$ cat config.mk
export PLATFORM = sky130hd
export DESIGN_NAME = oisc_port_fifo
export DESIGN_NICKNAME = d
export VERILOG_FILES = /design/src/rtl/oisc_fifo_pkg.sv /design/src/rtl/oisc_sync_fifo.sv /design/src/rtl/oisc_port_fifo.sv
export SDC_FILE = /design/constraint.sdc
export NUM_CORES = 1
export LEC_CHECK = 0
export ABC_AREA = 1
export BUFFER_PORTS_ARGS = -buffer_cell sky130_fd_sc_hd__buf_2
export CAP_MARGIN = 20
export CELL_PAD_IN_SITES_DETAIL_PLACEMENT = 1
export CELL_PAD_IN_SITES_GLOBAL_PLACEMENT = 1
export CORE_MARGIN = 5
export CORE_UTILIZATION = 35
export DETAILED_ROUTE_END_ITERATION = 8
export PLACE_DENSITY = 0.71
export SLEW_MARGIN = 20
export SYNTH_ARGS = -nofsm -noshare
export SYNTH_HDL_FRONTEND = slang
export SYNTH_SLANG_ARGS = --single-unit
$ cat constraint.sdc
create_clock -name clk -period 1.9 [get_ports clk]
set_input_delay 0.095 -clock clk [delete_from_list [all_inputs] [get_ports clk]]
set_output_delay 0.095 -clock clk [all_outputs]
set_load 0.005 [all_outputs]
$ cat src/rtl/oisc_fifo_pkg.sv
// Shared constants for the oisc8 FIFO port: status register bit positions and pointer sizing.
// OISC_FIFO_LEVEL_EN (optional) enables the level register in the top level.
package oisc_fifo_pkg;

   localparam int ST_TX_FULL  = 0;
   localparam int ST_TX_EMPTY = 1;
   localparam int ST_RX_FULL  = 2;
   localparam int ST_RX_EMPTY = 3;
   localparam int ST_TX_OVF   = 4;
   localparam int ST_RX_UDF   = 5;

   // One extra MSB beyond the address bits distinguishes full from empty.
   function automatic int ptr_width(input int depth);
      return $clog2(depth) + 1;
   endfunction

endpackage

$ cat src/rtl/oisc_sync_fifo.sv
// Synchronous FIFO with first-word fall-through head (0 when empty); push is ignored when full, pop when empty.
// The occupancy output exists only when OISC_FIFO_LEVEL_EN is defined.
module oisc_sync_fifo
   import oisc_fifo_pkg::*;
#(
   parameter int DWIDTH = 8,
   parameter int DEPTH  = 4
) (
   input  logic              clk,
   input  logic              rst,
   input  logic              i_push,
   input  logic [DWIDTH-1:0] i_push_data,
   input  logic              i_pop,
   output logic [DWIDTH-1:0] o_head,
   output logic              o_full,
   output logic              o_empty
`ifdef OISC_FIFO_LEVEL_EN
   ,
   output logic [ptr_width(DEPTH)-1:0] o_count
`endif
);

   localparam int PW = ptr_width(DEPTH);
   localparam int AW = PW - 1;

   logic [DWIDTH-1:0] r_mem [DEPTH];
   logic [PW-1:0]     r_wr_ptr;
   logic [PW-1:0]     r_rd_ptr;
   logic              w_push_ok;
   logic              w_pop_ok;

   assign o_empty   = (r_wr_ptr == r_rd_ptr);
   assign o_full    = (r_wr_ptr[PW-1] != r_rd_ptr[PW-1]) &&
                      (r_wr_ptr[AW-1:0] == r_rd_ptr[AW-1:0]);
   assign w_push_ok = i_push & ~o_full;
   assign w_pop_ok  = i_pop & ~o_empty;
   assign o_head    = o_empty ? '0 : r_mem[r_rd_ptr[AW-1:0]];

`ifdef OISC_FIFO_LEVEL_EN
   assign o_count = r_wr_ptr - r_rd_ptr;
`endif

   always_ff @(posedge clk or negedge rst) begin
      if (!rst) begin
         r_wr_ptr <= '0;
         r_rd_ptr <= '0;
      end else begin
         if (w_push_ok) r_wr_ptr <= r_wr_ptr + PW'(1);
         if (w_pop_ok)  r_rd_ptr <= r_rd_ptr + PW'(1);
      end
   end

   // Storage needs no reset: the head is masked to 0 while the FIFO is empty.
   always_ff @(posedge clk) begin
      if (w_push_ok) r_mem[r_wr_ptr[AW-1:0]] <= i_push_data;
   end

endmodule

$ cat src/rtl/oisc_port_fifo.sv
// oisc8 move-bus port with TX/RX FIFOs, sticky overflow/underflow flags and a status register.
// Define OISC_FIFO_LEVEL_EN to add the {rx_count, tx_count} level register at ADDR_SRC_LVL.
module oisc_port_fifo
   import oisc_fifo_pkg::*;
#(
   parameter int DWIDTH        = 8,
   parameter int DAWIDTH       = 4,
   parameter int SAWIDTH       = 8,
   parameter int DEPTH         = 4,
   parameter int ADDR_DST_DATA = 11,
   parameter int ADDR_SRC_DATA = 33,
   parameter int ADDR_SRC_STAT = 36,
   parameter int ADDR_SRC_LVL  = 37
) (
   input  logic               clk,
   input  logic               rst,
   input  logic               bus_imm,
   input  logic [DAWIDTH-1:0] bus_dst,
   input  logic [SAWIDTH-1:0] bus_src,
   input  logic [DWIDTH-1:0]  bus_data_in,
   output logic [DWIDTH-1:0]  bus_data_out,
   output logic               bus_data_oe,
   output logic [DWIDTH-1:0]  tx_data,
   output logic               tx_valid,
   input  logic               tx_ready,
   input  logic [DWIDTH-1:0]  rx_data,
   input  logic               rx_valid,
   output logic               rx_ready
);

   if (SAWIDTH < DWIDTH || ADDR_SRC_LVL >= (1 << SAWIDTH) ||
       ADDR_DST_DATA >= (1 << DAWIDTH)) begin : g_param_check
      $error("oisc_port_fifo: address or width parameters out of range");
   end

   logic              w_push_req;
   logic [DWIDTH-1:0] w_push_data;
   logic              w_rd_data;
   logic              w_rd_stat;
   logic              w_tx_full;
   logic              w_tx_empty;
   logic              w_rx_full;
   logic              w_rx_empty;
   logic [DWIDTH-1:0] w_rx_head;
   logic              w_tx_ovf_set;
   logic              w_rx_udf_set;
   logic [DWIDTH-1:0] w_status;
   logic              r_tx_ovf;
   logic              r_rx_udf;

   assign w_push_req  = (bus_dst == DAWIDTH'(ADDR_DST_DATA));
   assign w_push_data = bus_imm ? bus_src[DWIDTH-1:0] : bus_data_in;
   assign w_rd_data   = (bus_src == SAWIDTH'(ADDR_SRC_DATA)) & ~bus_imm;
   assign w_rd_stat   = (bus_src == SAWIDTH'(ADDR_SRC_STAT)) & ~bus_imm;

   // Both peripheral sides use valid/ready: a beat transfers at the rising edge where
   // valid and ready are both high; valid never waits on ready, ready only reflects FIFO space.
   assign tx_valid = ~w_tx_empty;
   assign rx_ready = ~w_rx_full;

   assign w_tx_ovf_set = w_push_req & w_tx_full;
   assign w_rx_udf_set = w_rd_data & w_rx_empty;

`ifdef OISC_FIFO_LEVEL_EN
   localparam int HW = DWIDTH / 2;
   localparam int PW = ptr_width(DEPTH);

   logic          w_rd_lvl;
   logic [PW-1:0] w_tx_count;
   logic [PW-1:0] w_rx_count;

   if (PW > HW) begin : g_lvl_width_check
      $error("oisc_port_fifo: FIFO count does not fit in DWIDTH/2 bits");
   end

   assign w_rd_lvl = (bus_src == SAWIDTH'(ADDR_SRC_LVL)) & ~bus_imm;
`endif

   oisc_sync_fifo #(.DWIDTH(DWIDTH), .DEPTH(DEPTH)) u_tx_fifo (
      .clk         (clk),
      .rst         (rst),
      .i_push      (w_push_req),
      .i_push_data (w_push_data),
      .i_pop       (tx_ready),
      .o_head      (tx_data),
      .o_full      (w_tx_full),
      .o_empty     (w_tx_empty)
`ifdef OISC_FIFO_LEVEL_EN
      ,
      .o_count     (w_tx_count)
`endif
   );

   oisc_sync_fifo #(.DWIDTH(DWIDTH), .DEPTH(DEPTH)) u_rx_fifo (
      .clk         (clk),
      .rst         (rst),
      .i_push      (rx_valid),
      .i_push_data (rx_data),
      .i_pop       (w_rd_data),
      .o_head      (w_rx_head),
      .o_full      (w_rx_full),
      .o_empty     (w_rx_empty)
`ifdef OISC_FIFO_LEVEL_EN
      ,
      .o_count     (w_rx_count)
`endif
   );

   always_comb begin
      w_status              = '0;
      w_status[ST_TX_FULL]  = w_tx_full;
      w_status[ST_TX_EMPTY] = w_tx_empty;
      w_status[ST_RX_FULL]  = w_rx_full;
      w_status[ST_RX_EMPTY] = w_rx_empty;
      w_status[ST_TX_OVF]   = r_tx_ovf;
      w_status[ST_RX_UDF]   = r_rx_udf;
   end

   always_comb begin
      bus_data_oe  = 1'b0;
      bus_data_out = '0;
      if (w_rd_data) begin
         bus_data_oe  = 1'b1;
         bus_data_out = w_rx_head;
      end else if (w_rd_stat) begin
         bus_data_oe  = 1'b1;
         bus_data_out = w_status;
      end
`ifdef OISC_FIFO_LEVEL_EN
      else if (w_rd_lvl) begin
         bus_data_oe  = 1'b1;
         bus_data_out = DWIDTH'({HW'(w_rx_count), HW'(w_tx_count)});
      end
`endif
   end

   // A flag raised in the same cycle as a status read survives the clear.
   always_ff @(posedge clk or negedge rst) begin
      if (!rst) begin
         r_tx_ovf <= 1'b0;
         r_rx_udf <= 1'b0;
      end else begin
         r_tx_ovf <= (r_tx_ovf & ~w_rd_stat) | w_tx_ovf_set;
         r_rx_udf <= (r_rx_udf & ~w_rd_stat) | w_rx_udf_set;
      end
   end

endmodule

==> results.json <==
{
  "dieArea_sq_um": 13300,
  "fin_ws_ns": 0.114,
  "power.density_nw_per_um2": 1250,
  "fp.dieW_microns": 115,
  "tightest_slew_ns": 0.576,
  "clkTransAtPathRegs_ns": 0.08,
  "grt_pass1_vias": 3054,
  "startpoint_type": "flip-flop",
  "cp.arrival_ns": 1.69,
  "drv_slew": 0,
  "outcome": "completed",
  "antennaDiodeCount": 0,
  "start_util_pct": 35.7,
  "ant_nets": 0,
  "synth_cell_type_count": 29,
  "grt_max_degree": 20,
  "fin_crit_ns": 1.79,
  "hold_viol": 0,
  "synth_top_area_share_pct": 49.4,
  "syn_area_per_cell_sq_um": 9.97,
  "clockBufferDepth": 2,
  "core_sq_um": 10900,
  "gp_congestion": 0.809,
  "seq_area_frac_synth_pct": 58.4,
  "clock_skew_ns": 0.00674,
  "relSlewSlack_pct": 61.2,
  "wirelength_mm": 9.28,
  "crit_type": "reg -> out",
  "critPathMaxFanout": 15,
  "final_util_pct": 42.9,
  "clkSinkCount": 78,
  "area_growth_pct": 20.2,
  "syn_nets": 433,
  "cts_root_buffer": "clkbuf_8",
  "synth_seq_cells": 78,
  "drc": 0,
  "drive_gt1_share_pct": 25.1,
  "rows": 38,
  "post-route-period-util_pct": 94.0,
  "grt_first_pass_wirelength_mm": 15.3,
  "antenna_found_initial": 0,
  "netlist_instances": 390,
  "final_cells": 607,
  "tns_ns": 0,
  "placed_cells": 579,
  "crit_path_end_kind": "output pin",
  "yosysWarnings": 0,
  "synth.area.top_cells": "edfxtp_1, dfrtp_1, nand2_1, nor2_1, o21ai_0",
  "nNetsFinal": 506,
  "cts_tree": "built",
  "p_leak_nw": 2.08,
  "htreeDepth": 3,
  "synth_area_sq_um": 3890,
  "num_vias": 2821,
  "cts_buffers": 9,
  "grt_use_total_pct": 14.7,
  "wl_per_cell_microns": 15.3,
  "overflow": 0,
  "drtIter0Drc": 97,
  "clock_latency_ns": 0.34,
  "vdd_ir_drop_max_uv": 674,
  "drv_cap": 0,
  "setup_violations": 0,
  "pin_count": 52,
  "place_ws_ns": 0.352,
  "min_path_type": "in -> reg",
  "hpwl_mm": 6.75,
  "io_buffers": 51,
  "die_y_microns": 115,
  "yosysTopAreaCell": "edfxtp_1",
  "viasPerCell": 4.65,
  "power_mw": 5.84,
  "first_pass_iters": 4,
  "fmaxAchievable_mhz": 560,
  "critPathRequiredTime_ns": 1.80
}
==> cells in the final DEF, fill, tap and decap left out, types with 4 or more instances in the layout <==
| master | netlist | routed |
|---|---|---|
| buf_2 | 3 | 51 |
| buf_4 | 3 | 13 |
| clkbuf_8 | 0 | 9 |
| dfrtp_1 | 14 | 12 |
| dlygate4sd3_1 | 0 | 9 |
| edfxtp_1 | 64 | 64 |
| ha_1 | 10 | 10 |
| inv_1 | 34 | 33 |
| inv_2 | 6 | 7 |
| nand2_1 | 78 | 78 |
| nand2_2 | 5 | 5 |
| nand2_4 | 4 | 4 |
| nand3_1 | 17 | 17 |
| nand3_2 | 7 | 6 |
| nor2_1 | 73 | 73 |
| o21ai_0 | 43 | 43 |
| o21ai_1 | 6 | 6 |
==> cell type report <==
cell class,instances,area [sq um]
tap,140,175
inverter,41,159
clock buffer,9,124
multi-input combinational,259,1370
fill,1244,6210
clock inverter,6,111
sequential,78,2270
timing repair buffer,74,458
==> path summary, 6_finish.rpt <==
kind                       slack [ns]                              start  depth (start not counted)                                 to
setup / recovery                 0.11  u_tx_fifo.r_rd_ptr[0]$_DFFE_PN0P_                          8                         tx_data[3]
max in group asynchronous        1.39                                rst                          2  u_tx_fifo.r_rd_ptr[0]$_DFFE_PN0P_
hold / removal                   0.03                            bus_imm                          4  u_rx_fifo.r_rd_ptr[2]$_DFFE_PN0P_
setup reg to reg                 0.35  u_tx_fifo.r_wr_ptr[1]$_DFFE_PN0P_                          5    u_tx_fifo.r_mem[1][1]$_DFFE_PP_
hold reg to reg                  0.50                 r_rx_udf$_DFF_PN0_                          2                 r_rx_udf$_DFF_PN0_
min in group asynchronous        0.21                                rst                          2  u_rx_fifo.r_wr_ptr[1]$_DFFE_PN0P_
==> stage by stage <==
step,hold WS [ns],area (sq um)
after floorplan,-0.201,3890
after global placement,0.0423,4290
after detailed placement,0.0487,4290
after CTS,0.0118,4620
after global routing,0.0192,4670
final,0.0294,4670
==> cell usage after synthesis (all sizes together) <==
cell,instances
a21oi,2
buf,11
clkbuf,1
dfrtp,14
edfxtp,64
ha,10
inv,41
nand2,87
nand3,26
nor2,76
nor3b,1
o21ai,50
xnor2,4
xor2,3
==> cell families after synthesis <==
group / synth area share [%]
compound gates: 6.98
xor+xnor: 1.96
fa+ha+maj: 3.22
buf+inv: 6.69
flops: 58.4
simple gates: 22.7
==> state kept, by name, summed over array words and instances, names as in the netlist <==
register / flops
r_rx_udf: 1
r_tx_ovf: 1
u_rx_fifo.r_mem: 32
u_rx_fifo.r_rd_ptr: 3
u_rx_fifo.r_wr_ptr: 3
u_tx_fifo.r_mem: 32
u_tx_fifo.r_rd_ptr: 3
u_tx_fifo.r_wr_ptr: 3
==> critical path, cell delays in order (launching register included) <==
cell,delay [ns]
dfrtp_2,0.45
buf_4,0.24
nor2_1,0.07
nor2_1,0.10
o21ai_0,0.12
o21ai_1,0.15
nand2_1,0.07
inv_1,0.05
buf_2,0.10
==> report_power, final <==
group	leakage, nW	internal [mW]	total (mW)	switching, mW
Clock	0.117	0.866	1.46	0.593
Combinational	1.20	0.793	2.03	1.24
Sequential	0.761	2.13	2.35	0.216
Total	2.08	3.79	5.84	2.05
==> routing by layer <==
| metal | vias to the layer above | wire length, microns | GRT usage (%) |
|---|---|---|---|
| met1 | 1352 | 4000 | 18.0 |
| met4 | 0 | 97 | 3.60 |
| met3 | 9 | 288 | 3.05 |
| li1 | 1421 | - | - |
| met5 | - | 0 | 0 |
| met2 | 39 | 4890 | 26.6 |
==> timing repair <==
action	CTS	global route
hold buffers	9	0
gates resized for setup	1	6
hold endpoints to repair	46	0
buffers inserted	0	4
pin swaps	0	1
endpoints found under the setup margin	1	16
No activity file was read; power rests on OpenSTA's default activity.
